==> src/rtl/axi_bus_master_arbiter.sv <==
// AXI bus master arbiter: muxes M_NUM masters' AW/W and AR channels onto one bus.
// Ports: per-master M_{WR_ADDR,WR_DATA,RD_ADDR}_*, bus-side S_*, WR_GRANT, RD_GRANT.
module axi_bus_master_arbiter #(
  parameter int M_NUM = 4,
  parameter int IW    = $clog2(M_NUM)
) (
  input  logic               B_CLK,
  input  logic               B_RSTN,
  input  logic [M_NUM-1:0]    M_WR_ADDR_VALID,
  output logic [M_NUM-1:0]    M_WR_ADDR_READY,
  input  logic [M_NUM*44-1:0] M_WR_ADDR_INFO,
  input  logic [M_NUM-1:0]    M_WR_DATA_VALID,
  output logic [M_NUM-1:0]    M_WR_DATA_READY,
  input  logic [M_NUM*37-1:0] M_WR_DATA_INFO,
  input  logic [M_NUM-1:0]    M_RD_ADDR_VALID,
  output logic [M_NUM-1:0]    M_RD_ADDR_READY,
  input  logic [M_NUM*44-1:0] M_RD_ADDR_INFO,
  output logic               S_WR_ADDR_VALID,
  input  logic               S_WR_ADDR_READY,
  output logic [43:0]        S_WR_ADDR_INFO,
  output logic               S_WR_DATA_VALID,
  input  logic               S_WR_DATA_READY,
  output logic [36:0]        S_WR_DATA_INFO,
  output logic               S_RD_ADDR_VALID,
  input  logic               S_RD_ADDR_READY,
  output logic [43:0]        S_RD_ADDR_INFO,
  output logic [M_NUM-1:0]    WR_GRANT,
  output logic [M_NUM-1:0]    RD_GRANT
);

  localparam int AW_W = 44;
  localparam int W_W  = 37;

  typedef enum logic [1:0] {
    W_IDLE,
    W_ADDR,
    W_DATA
  } w_state_t;

  typedef enum logic {
    R_IDLE,
    R_ADDR
  } r_state_t;

  w_state_t w_state, w_next;
  r_state_t r_state, r_next;

  logic [IW-1:0] wr_ptr, wr_ptr_n;
  logic [IW-1:0] wr_idx, wr_idx_n;
  logic [IW-1:0] rd_ptr, rd_ptr_n;
  logic [IW-1:0] rd_idx, rd_idx_n;

  logic [AW_W-1:0] aw_info [M_NUM];
  logic [W_W-1:0]  w_info  [M_NUM];
  logic [AW_W-1:0] ar_info [M_NUM];

  logic aw_fire;
  logic w_fire;
  logic w_last;
  logic ar_fire;

  // First requester at or after ptr, wrapping.
  function automatic logic [IW-1:0] rr_pick(
    input logic [M_NUM-1:0] req,
    input logic [IW-1:0]    ptr
  );
    logic [IW-1:0] sel;
    logic [IW-1:0] k;
    logic          hit;
    sel = '0;
    hit = 1'b0;
    for (int i = 0; i < M_NUM; i++) begin
      k = IW'((int'(ptr) + i) % M_NUM);
      if (!hit && req[k]) begin
        sel = k;
        hit = 1'b1;
      end
    end
    return sel;
  endfunction

  function automatic logic [IW-1:0] rr_inc(
    input logic [IW-1:0] i
  );
    return (int'(i) == M_NUM - 1) ? '0 : i + IW'(1);
  endfunction

  always_comb begin
    for (int i = 0; i < M_NUM; i++) begin
      aw_info[i] = M_WR_ADDR_INFO[i*AW_W +: AW_W];
      w_info[i]  = M_WR_DATA_INFO[i*W_W +: W_W];
      ar_info[i] = M_RD_ADDR_INFO[i*AW_W +: AW_W];
    end
  end

  assign aw_fire = (w_state == W_ADDR) &&
                   M_WR_ADDR_VALID[wr_idx] &&
                   S_WR_ADDR_READY;
  assign w_fire  = (w_state == W_DATA) &&
                   M_WR_DATA_VALID[wr_idx] &&
                   S_WR_DATA_READY;
  assign w_last  = w_info[wr_idx][0];
  assign ar_fire = (r_state == R_ADDR) &&
                   M_RD_ADDR_VALID[rd_idx] &&
                   S_RD_ADDR_READY;

  // Write path state
  always_ff @(posedge B_CLK or negedge B_RSTN) begin
    if (!B_RSTN) begin
      w_state <= W_IDLE;
      wr_ptr  <= '0;
      wr_idx  <= '0;
    end else begin
      w_state <= w_next;
      wr_ptr  <= wr_ptr_n;
      wr_idx  <= wr_idx_n;
    end
  end

  always_comb begin
    w_next   = w_state;
    wr_ptr_n = wr_ptr;
    wr_idx_n = wr_idx;
    unique case (w_state)
      W_IDLE: begin
        if (|M_WR_ADDR_VALID) begin
          w_next   = W_ADDR;
          wr_idx_n = rr_pick(M_WR_ADDR_VALID, wr_ptr);
        end
      end
      W_ADDR: begin
        if (aw_fire) w_next = W_DATA;
      end
      W_DATA: begin
        // Only LAST ends the burst; LEN is not tracked.
        if (w_fire && w_last) begin
          w_next   = W_IDLE;
          wr_ptr_n = rr_inc(wr_idx);
        end
      end
      default: w_next = W_IDLE;
    endcase
  end

  always_comb begin
    M_WR_ADDR_READY = '0;
    M_WR_DATA_READY = '0;
    S_WR_ADDR_VALID = 1'b0;
    S_WR_ADDR_INFO  = '0;
    S_WR_DATA_VALID = 1'b0;
    S_WR_DATA_INFO  = '0;
    WR_GRANT        = '0;
    unique case (w_state)
      W_IDLE: ;
      W_ADDR: begin
        WR_GRANT        = M_NUM'(1) << wr_idx;
        S_WR_ADDR_VALID = M_WR_ADDR_VALID[wr_idx];
        if (M_WR_ADDR_VALID[wr_idx])
          S_WR_ADDR_INFO = aw_info[wr_idx];
        M_WR_ADDR_READY[wr_idx] = S_WR_ADDR_READY;
      end
      W_DATA: begin
        WR_GRANT        = M_NUM'(1) << wr_idx;
        S_WR_DATA_VALID = M_WR_DATA_VALID[wr_idx];
        if (M_WR_DATA_VALID[wr_idx])
          S_WR_DATA_INFO = w_info[wr_idx];
        M_WR_DATA_READY[wr_idx] = S_WR_DATA_READY;
      end
      default: ;
    endcase
  end

  // Read path state
  always_ff @(posedge B_CLK or negedge B_RSTN) begin
    if (!B_RSTN) begin
      r_state <= R_IDLE;
      rd_ptr  <= '0;
      rd_idx  <= '0;
    end else begin
      r_state <= r_next;
      rd_ptr  <= rd_ptr_n;
      rd_idx  <= rd_idx_n;
    end
  end

  always_comb begin
    r_next   = r_state;
    rd_ptr_n = rd_ptr;
    rd_idx_n = rd_idx;
    unique case (r_state)
      R_IDLE: begin
        if (|M_RD_ADDR_VALID) begin
          r_next   = R_ADDR;
          rd_idx_n = rr_pick(M_RD_ADDR_VALID, rd_ptr);
        end
      end
      R_ADDR: begin
        if (ar_fire) begin
          r_next   = R_IDLE;
          rd_ptr_n = rr_inc(rd_idx);
        end
      end
      default: r_next = R_IDLE;
    endcase
  end

  always_comb begin
    M_RD_ADDR_READY = '0;
    S_RD_ADDR_VALID = 1'b0;
    S_RD_ADDR_INFO  = '0;
    RD_GRANT        = '0;
    unique case (r_state)
      R_IDLE: ;
      R_ADDR: begin
        RD_GRANT        = M_NUM'(1) << rd_idx;
        S_RD_ADDR_VALID = M_RD_ADDR_VALID[rd_idx];
        if (M_RD_ADDR_VALID[rd_idx])
          S_RD_ADDR_INFO = ar_info[rd_idx];
        M_RD_ADDR_READY[rd_idx] = S_RD_ADDR_READY;
      end
      default: ;
    endcase
  end

endmodule

==> config.mk <==
export PLATFORM = sky130hd
export DESIGN_NAME = axi_bus_master_arbiter
export DESIGN_NICKNAME = d
export VERILOG_FILES = /design/src/rtl/axi_bus_master_arbiter.sv
export SDC_FILE = /design/constraint.sdc
export NUM_CORES = 1
export LEC_CHECK = 0
export BUFFER_PORTS_ARGS = -buffer_cell sky130_fd_sc_hd__clkbuf_2
export CAP_MARGIN = 15
export CORE_AREA = 4 4 256 258
export CTS_BUF_LIST = sky130_fd_sc_hd__clkbuf_4
export DETAILED_ROUTE_END_ITERATION = 8
export DIE_AREA = 0 0 260 262
export PLACE_DENSITY = 0.37
export SLEW_MARGIN = 10
export SYNTH_ARGS = -nofsm -noshare
export SYNTH_HDL_FRONTEND = slang
export SYNTH_SLANG_ARGS = --single-unit
==> constraint.sdc <==
create_clock -name B_CLK -period 2.4 [get_ports B_CLK]
set_input_delay 0.36 -clock B_CLK [delete_from_list [all_inputs] [get_ports B_CLK]]
set_output_delay 0.36 -clock B_CLK [all_outputs]
set_load 0.1 [all_outputs]
==> metrics.md, run 1 <==
| Metric | Value |
|---|---|
| Async SR Flop Fraction | 100% |
| Vias per cell | approximately 3.6 |
| RSZ-0062 raised after global routing | true |
| Sequential element share of the synthesized area | 5.68% |
| CTS clk-pin slew, worst paths | 90 ps |
| First-pass iteration count of the detailed router | 4 |
| Worst hold path endpoint | wr_idx[0]$_DFFE_PN0P_ |
| Clock latency on the worst-skew pair | 300 ps |
| Hold Path Class | in -> reg |
| Synthesized net count | about 940 |
| CTS Buf Count | 3 |
| Crit end category | output pin |
| Crit path max fanout | 4 |
| Tmin final | 2480 ps |
| Wirelength, routed | 42.6 mm |
| Least-Margin Pin Slew | 649 ps |
| Tot Pwr | between 0.015 and 0.02 W |
| Die height | 262 um |
| Clock skew | 0.561 ps |
| Initial Util | 7.70% |
| CP Data Arrival Time | 2120 ps |
| Critical Path Most Common Cell | buf_4 |
| Post-DRT Antenna Nets | 0 |
| Initial antenna violation count | 9 |
| CORE AREA | 63000 sq um |
| Slew Limit Headroom | 56.2% |
| Final Cell Area | 12900 sq um |
| VDD IR max | 0.439 mV |
| Post-placement cell count | ~1900 |
| Failing checks | negative setup slack |
| Top cells by area, synth | mux4_2, and3_1, dfrtp_1 |
| CTS tree | done |
| Final setup fails | 52 |
| RR Startpoint | wr_idx[0]$_DFFE_PN0P_ |
| Largest net degree at the start of global routing | 56 |
| Avg Cell Area, Syn | 11.9 sq um |
| Syn Std Cell Area | 4850 sq um |
| Max Transition Viols Final | 0 |
| Critical path's top delay family | buffers and inverters |
| Outcome | finished, violations left |
| Largest area contributor in the synthesized netlist | mux4_2 |
| Final hold slack | 433 ps |
| Final hold violation count | 0 |
| First-pass GRT wire length | 56.3 mm |
| GRT Overall Usage | between 10% and 20% |
| Worst path required time | between 2000 and 2500 ps |
| Most used flip-flop cell after synthesis | dfrtp_1 |
| Vias in the first global route | 7823 |
| # IOs | 665 |
| Fin cells | just under 2000 |
| Routed len/inst | 22.1 um |
| Grt total ovfl | 0 |
| Die Span X | 260 um |
| Yosys reg bits | 11 |
| Fmax | 404 MHz |
| Final worst-path cycle share | 103% |
| Post-layout net count | 1608 |
| Post-synth EDFFs | 0 |
| IO Port Bufs | 664 |
| DIE AREA | ~68000 sq um |
| RR Endpoint | w_state[0]$_DFFE_PN0P_ |
| Yosys top cell area share | ~59% |
| Synth-to-Final Area Change | 166% |
| Post-synth cell types | 31 |
| Pwr Density | 1420 nW/um^2 |
| Fraction of layout cells with a size suffix above 1 | 92.2% |
| Row count | 92 |
| DP HPWL | 36.8 mm |
| # H-tree levels | 1 |
| DRC violations left | 0 |
| Slowest-stage cell, CP | dfrtp_4 |
| Root buffer cell | clkbuf_4 |
| Clock sink total | 11 |
| Worst r2r path cells | 8 |
| Max stage delay on crit path | around 530 ps |
| Max-Cap Viols | 0 |
| Crit path buf inv count | 4 |
| Synthesis Warnings | 0 |
| DR vias | 7013 |
| Gpl congestion | 0.944 |
| Setup TNS | -1630 ps |
| CP startpoint kind | flip-flop |
| Post-synthesis cell count | a little over 400 |
| CP Cell Sequence | buf_4 > buf_16 > buf_4 > mux4_2 > and3_4 > buf_12 |
| Leakage Power | roughly 5.6 nW |
| Hold Path Stages | 3 |
| DRT iter0 DRCs | slightly below 300 |
| Post-route setup slack | -77.6 ps |
| Most frequent cells after synthesis | and3_1, mux4_2, clkbuf_1 |
| Clock Path Buffers | 2 |
| Worst Hold Launch | M_WR_ADDR_VALID[0] |
| Critical path class | reg -> out |
| Cell area after placement | 11600 sq um |
| Top-count cell post-synth | and3_1 |
| Slack of the worst reg-to-reg path | 170 ps |
registers in the layout, indices dropped and copies added, names as in the netlist:
signal	flops
w_state	2
r_state	1
wr_idx	2
rd_idx	2
rd_ptr	2
wr_ptr	2
worst max path at each step:
stage	from	to	slack [ps]	cells after the start
floorplan	wr_idx[0]$_DFFE_PN0P_	S_WR_DATA_VALID	10	5
global placement	wr_idx[0]$_DFFE_PN0P_	S_WR_ADDR_INFO[12]	190	5
detailed placement	wr_idx[0]$_DFFE_PN0P_	S_WR_ADDR_INFO[12]	160	5
CTS	wr_idx[0]$_DFFE_PN0P_	S_WR_DATA_INFO[8]	-120	6
global route	wr_idx[0]$_DFFE_PN0P_	S_WR_DATA_INFO[8]	-150	6
finish	wr_idx[0]$_DFFE_PN0P_	S_WR_ADDR_INFO[27]	-80	6
cells in the final DEF (no fill, tap or decap), types with 7 or more instances in the layout:
| cell | n |
|---|---|
| and3_1 | 13 |
| and2_1 | 9 |
| clkbuf_2 | 516 |
| mux4_2 | 128 |
| dfrtp_1 | 7 |
| inv_1 | 8 |
| buf_16 | 9 |
| buf_12 | 167 |
| ha_1 | 11 |
| buf_4 | 13 |
| and3_4 | 125 |
power breakdown:
part / total (W) / switching (W) / internal (W)
logic: 0.0177 / 0.0101 / 0.00762
registers: 0.000419 / 0.000133 / 0.000287
clock network: 0.000161 / 0.0000851 / 0.0000762
per-stage QoR:
stage / utilization (%) / worst slack, ps
finish: 20.5 / -77.6
global route: 20.5 / -150
CTS: 20.2 / -116
detailed placement: 18.4 / 164
global placement: 18.4 / 189
floorplan: - / 10.1
worst register-to-register path: cells and delay by family, from the launching register on:
| kind | cells | cell delay [ps] |
|---|---|---|
| buffers and inverters | 4 | 590 |
| AOI/OAI and AO/OA | 2 | 260 |
| muxes | 2 | 770 |
| DFF | 1 | 530 |
cell families after synthesis:
kind of cell             Yosys count  share of synthesized area, %
buffers and inverters             65                          5.86
adder cells (fa/ha/maj)           12                          3.10
AO/OA/AOI/OAI                     17                          2.87
flip-flops                        11                          5.68
AND/OR/NAND/NOR                  167                          20.9
multiplexers                     137                          61.6
cell type report:
class | instances | area [sq um]
fillers | 6884 | 50100
repair buffers | 721 | 6540
multi-input cells | 333 | 4930
well taps | 846 | 1060
flip-flops and latches | 11 | 288
inverters | 9 | 36.3
clock buffers | 4 | 30.0
diodes | 5 | 12.5
routing by layer:
layer | vias up | wire [um] | global-route usage [%] | share of wire [%]
li1 | 3092 | - | - | -
met1 | 3411 | 15000 | 12.3 | 35
met2 | 468 | 23300 | 22.8 | 55
met3 | 36 | 3390 | 2.60 | 8.0
met4 | 6 | 792 | 2.02 | 1.9
met5 | - | 40 | 0 | 0.094
timing repair:
item	4_1_cts	5_1_grt
setup buffers	17	3
gates cloned	10	4
resized for setup	155	23
hold endpoints to repair	11	0
hold buffers	1	0
pin swaps	11	6
setup endpoints to repair	127	128
Power figures use the tool's default switching activity.
==> run 2, diff against run 1 <==
--- a/config.mk
+++ b/config.mk
@@ -9,6 +9,7 @@
 export CAP_MARGIN = 15
 export CORE_AREA = 4 4 256 258
 export CTS_BUF_LIST = sky130_fd_sc_hd__clkbuf_4
+export CTS_CLUSTER_DIAMETER = 150
 export DETAILED_ROUTE_END_ITERATION = 8
 export DIE_AREA = 0 0 260 262
 export PLACE_DENSITY = 0.37
==> constraint.sdc (replaced) <==
create_clock -name B_CLK -period 2.4 [get_ports B_CLK]
set_input_delay 0.24 -clock B_CLK [delete_from_list [all_inputs] [get_ports B_CLK]]
set_output_delay 0.24 -clock B_CLK [all_outputs]
set_load 0.1 [all_outputs]
==> metrics.md, run 2 (synthesis results as in run 1) <==
| Metric | Value |
|---|---|
| VDD IR max | 0.400 mV (-9.0%) |
| Outcome | finished clean |
| Critical Path Most Common Cell | buf_12 |
| Die height | 262 um (unchanged) |
| Clock sink total | 11 (unchanged) |
| Largest net degree at the start of global routing | 44 (-21%) |
| IO Port Bufs | 664 (unchanged) |
| Final worst-path cycle share | 99.5% (-3.7 points) |
| Clock latency on the worst-skew pair | 310 ps (about the same) |
| RR Startpoint | wr_idx[0]$_DFFE_PN0P_ |
| DRC violations left | 0 (unchanged) |
| Crit path launch | wr_idx[0]$_DFFE_PN0P_ |
| First-pass iteration count of the detailed router | 6 (+2) |
| CP startpoint kind | flip-flop |
| CP Cell Sequence | buf_12 > clkbuf_16 > buf_6 > mux4_2 > and3_4 > buf_12 |
| Pwr Density | 1390 nW/um^2 (-2.0%) |
| Gpl congestion | 0.910 (-3.6%) |
| Most frequent cells in the layout | clkbuf_2, buf_12, mux4_2, and3_4, and3_1 |
| First-pass GRT wire length | 55.0 mm (-2.4%) |
| Row count | 92 (unchanged) |
| Leakage Power | 5.56 nW (-1.5%) |
| Post-placement cell count | 1897 (+0.48%) |
| GRT Overall Usage | 11.2% (-0.26 points) |
| Fraction of layout cells with a size suffix above 1 | 87.6% (-4.6 points) |
| Max-Cap Viols | 0 (unchanged) |
| Grt total ovfl | 0 (unchanged) |
| RSZ-0062 raised after global routing | true |
| Crit path buf inv count | 4 (unchanged) |
| Clock skew | 0.530 ps (-0.0306 ps) |
| Setup TNS | 0 ps (+1630 ps) |
| Tmin final | 2390 ps (-89.4 ps) |
| CTS tree | done |
| Initial Util | 7.70% (unchanged) |
| CTS clk-pin slew, worst paths | 90 ps (about the same) |
| Most common cell after layout, fill and taps aside | clkbuf_2 |
| Crit end category | output pin |
| # IOs | 665 (unchanged) |
| Register area | 288 sq um (unchanged) |
| Post-layout net count | 1608 (unchanged) |
| Root buffer cell | clkbuf_4 |
| Least-Margin Pin Slew | 621 ps (-28.4 ps) |
| DIE AREA | 68100 sq um (unchanged) |
| Max Transition Viols Final | 0 (unchanged) |
| Worst Hold Launch | M_RD_ADDR_VALID[0] |
| Worst path required time | 2160 ps (+120 ps) |
| Post-layout util | 19.5% (-0.95 points) |
| DP HPWL | 37.9 mm (+3.0%) |
| Critical path's top delay family | buffers and inverters |
| CTS Buf Count | 3 (unchanged) |
| CP Data Arrival Time | 2150 ps (+30 ps) |
| Fin cells | 1927 (-0.10%) |
| Critical path class | reg -> out |
| DRT iter0 DRCs | 286 (-2.7%) |
| Slew Limit Headroom | 58.1% (+1.9 points) |
| Vias per cell | 3.64 (+0.15%) |
| # H-tree levels | 1 (unchanged) |
| Initial antenna violation count | 12 (+3) |
| Fmax | 419 MHz (+3.7%) |
| Synth-to-Final Area Change | 154% |
| Crit path max fanout | 5 (+1) |
| Final hold violation count | 0 (unchanged) |
| Hold Path Class | in -> reg |
| Die Span X | 260 um (unchanged) |
| Slowest-stage cell, CP | dfrtp_4 |
| Slack of the worst reg-to-reg path | 180 ps (about the same) |
| Number of filler instances in the final layout | 6916 (+0.46%) |
| Post-DRT Antenna Nets | 0 (unchanged) |
| Area of the multi-input gates | 4680 sq um (-5.0%) |
| Routed len/inst | 21.7 um (-1.5%) |
| Final setup fails | 0 (-100%) |
| Max stage delay on crit path | 520 ps (about the same) |
| Clock Path Buffers | 2 (unchanged) |
| Vias in the first global route | 7719 (-1.3%) |
| CORE AREA | 63000 sq um (unchanged) |
| Wirelength, routed | 41.9 mm (-1.6%) |
| DR vias | 7016 (+0.043%) |
## run 2: cell count changes in the layout (fill, tap and decap cells not counted), moves of 3 or more
cell / before / now
and3_1: 13 / 59
and3_4: 125 / 78
buf_12: 167 / 155
buf_16: 9 / 1
buf_4: 13 / 27
buf_6: 5 / 12
clkbuf_2: 516 / 519
## run 2: routing by layer
| metal | routed length, um | global-route usage (%) | vias up |
|---|---|---|---|
| met5 | 42 | 0 | - |
| met3 | 3290 | 2.45 | 45 |
| met4 | 899 | 1.99 | 6 |
| met1 | 14800 | 12.0 | 3398 |
| li1 | - | - | 3081 |
| met2 | 22800 | 22.4 | 486 |
## run 2: worst paths after layout
kind	end	depth (start not counted)
worst max register to register	wr_ptr[0]$_DFFE_PN0P_	7
worst max-delay path	S_WR_DATA_INFO[9]	6
worst min-delay path	rd_idx[1]$_DFFE_PN0P_	3
max in group asynchronous	wr_idx[0]$_DFFE_PN0P_	2
min in group asynchronous	rd_ptr[1]$_DFFE_PN0P_	2
worst min register to register	w_state[0]$_DFFE_PN0P_	1
## run 2: final cells by class
cell class	count	share of cell area (%)
repair buffers	721	50.4
multi-input cells	333	38.1
well taps	846	8.61
flip-flops and latches	11	2.34
inverters	9	0.275
clock buffers	4	0.244
diodes	3	0.0611
## run 2: metrics by stage
step                total power [W]  hold WS (ps)  worst slack [ps]  area (sq um)
floorplan                    0.0101         -55.6              92.6          4850
global placement             0.0161           207               255         11500
detailed placement           0.0161           205               228         11500
CTS                          0.0167           272             -56.4         11900
global route                 0.0177           289             -64.8         12300
finish                       0.0171           299              11.8         12300
## run 2: timing repair
item                                    in CTS  in global routing
gates resized for setup                     49                 57
endpoints found under the hold margin       11                  0
cloned                                       1                  3
setup buffers                                8                 11
hold buffers                                 1                  0
endpoints found under the setup margin      81                100
## run 2: worst register-to-register path, delay by kind of cell (launching register included)
kind,cells,cell delay [ps]
buffers and inverters,3,450
DFF,1,470
muxes,2,900
and+or+nand+nor,2,300
## run 2: report_power, final
part	switching, W	internal [W]	total [W]	leakage, nW
Clock	0.0000919	0.0000764	0.000168	0.0184
Sequential	0.000167	0.000287	0.000454	0.129
Combinational	0.00977	0.00666	0.0164	5.41
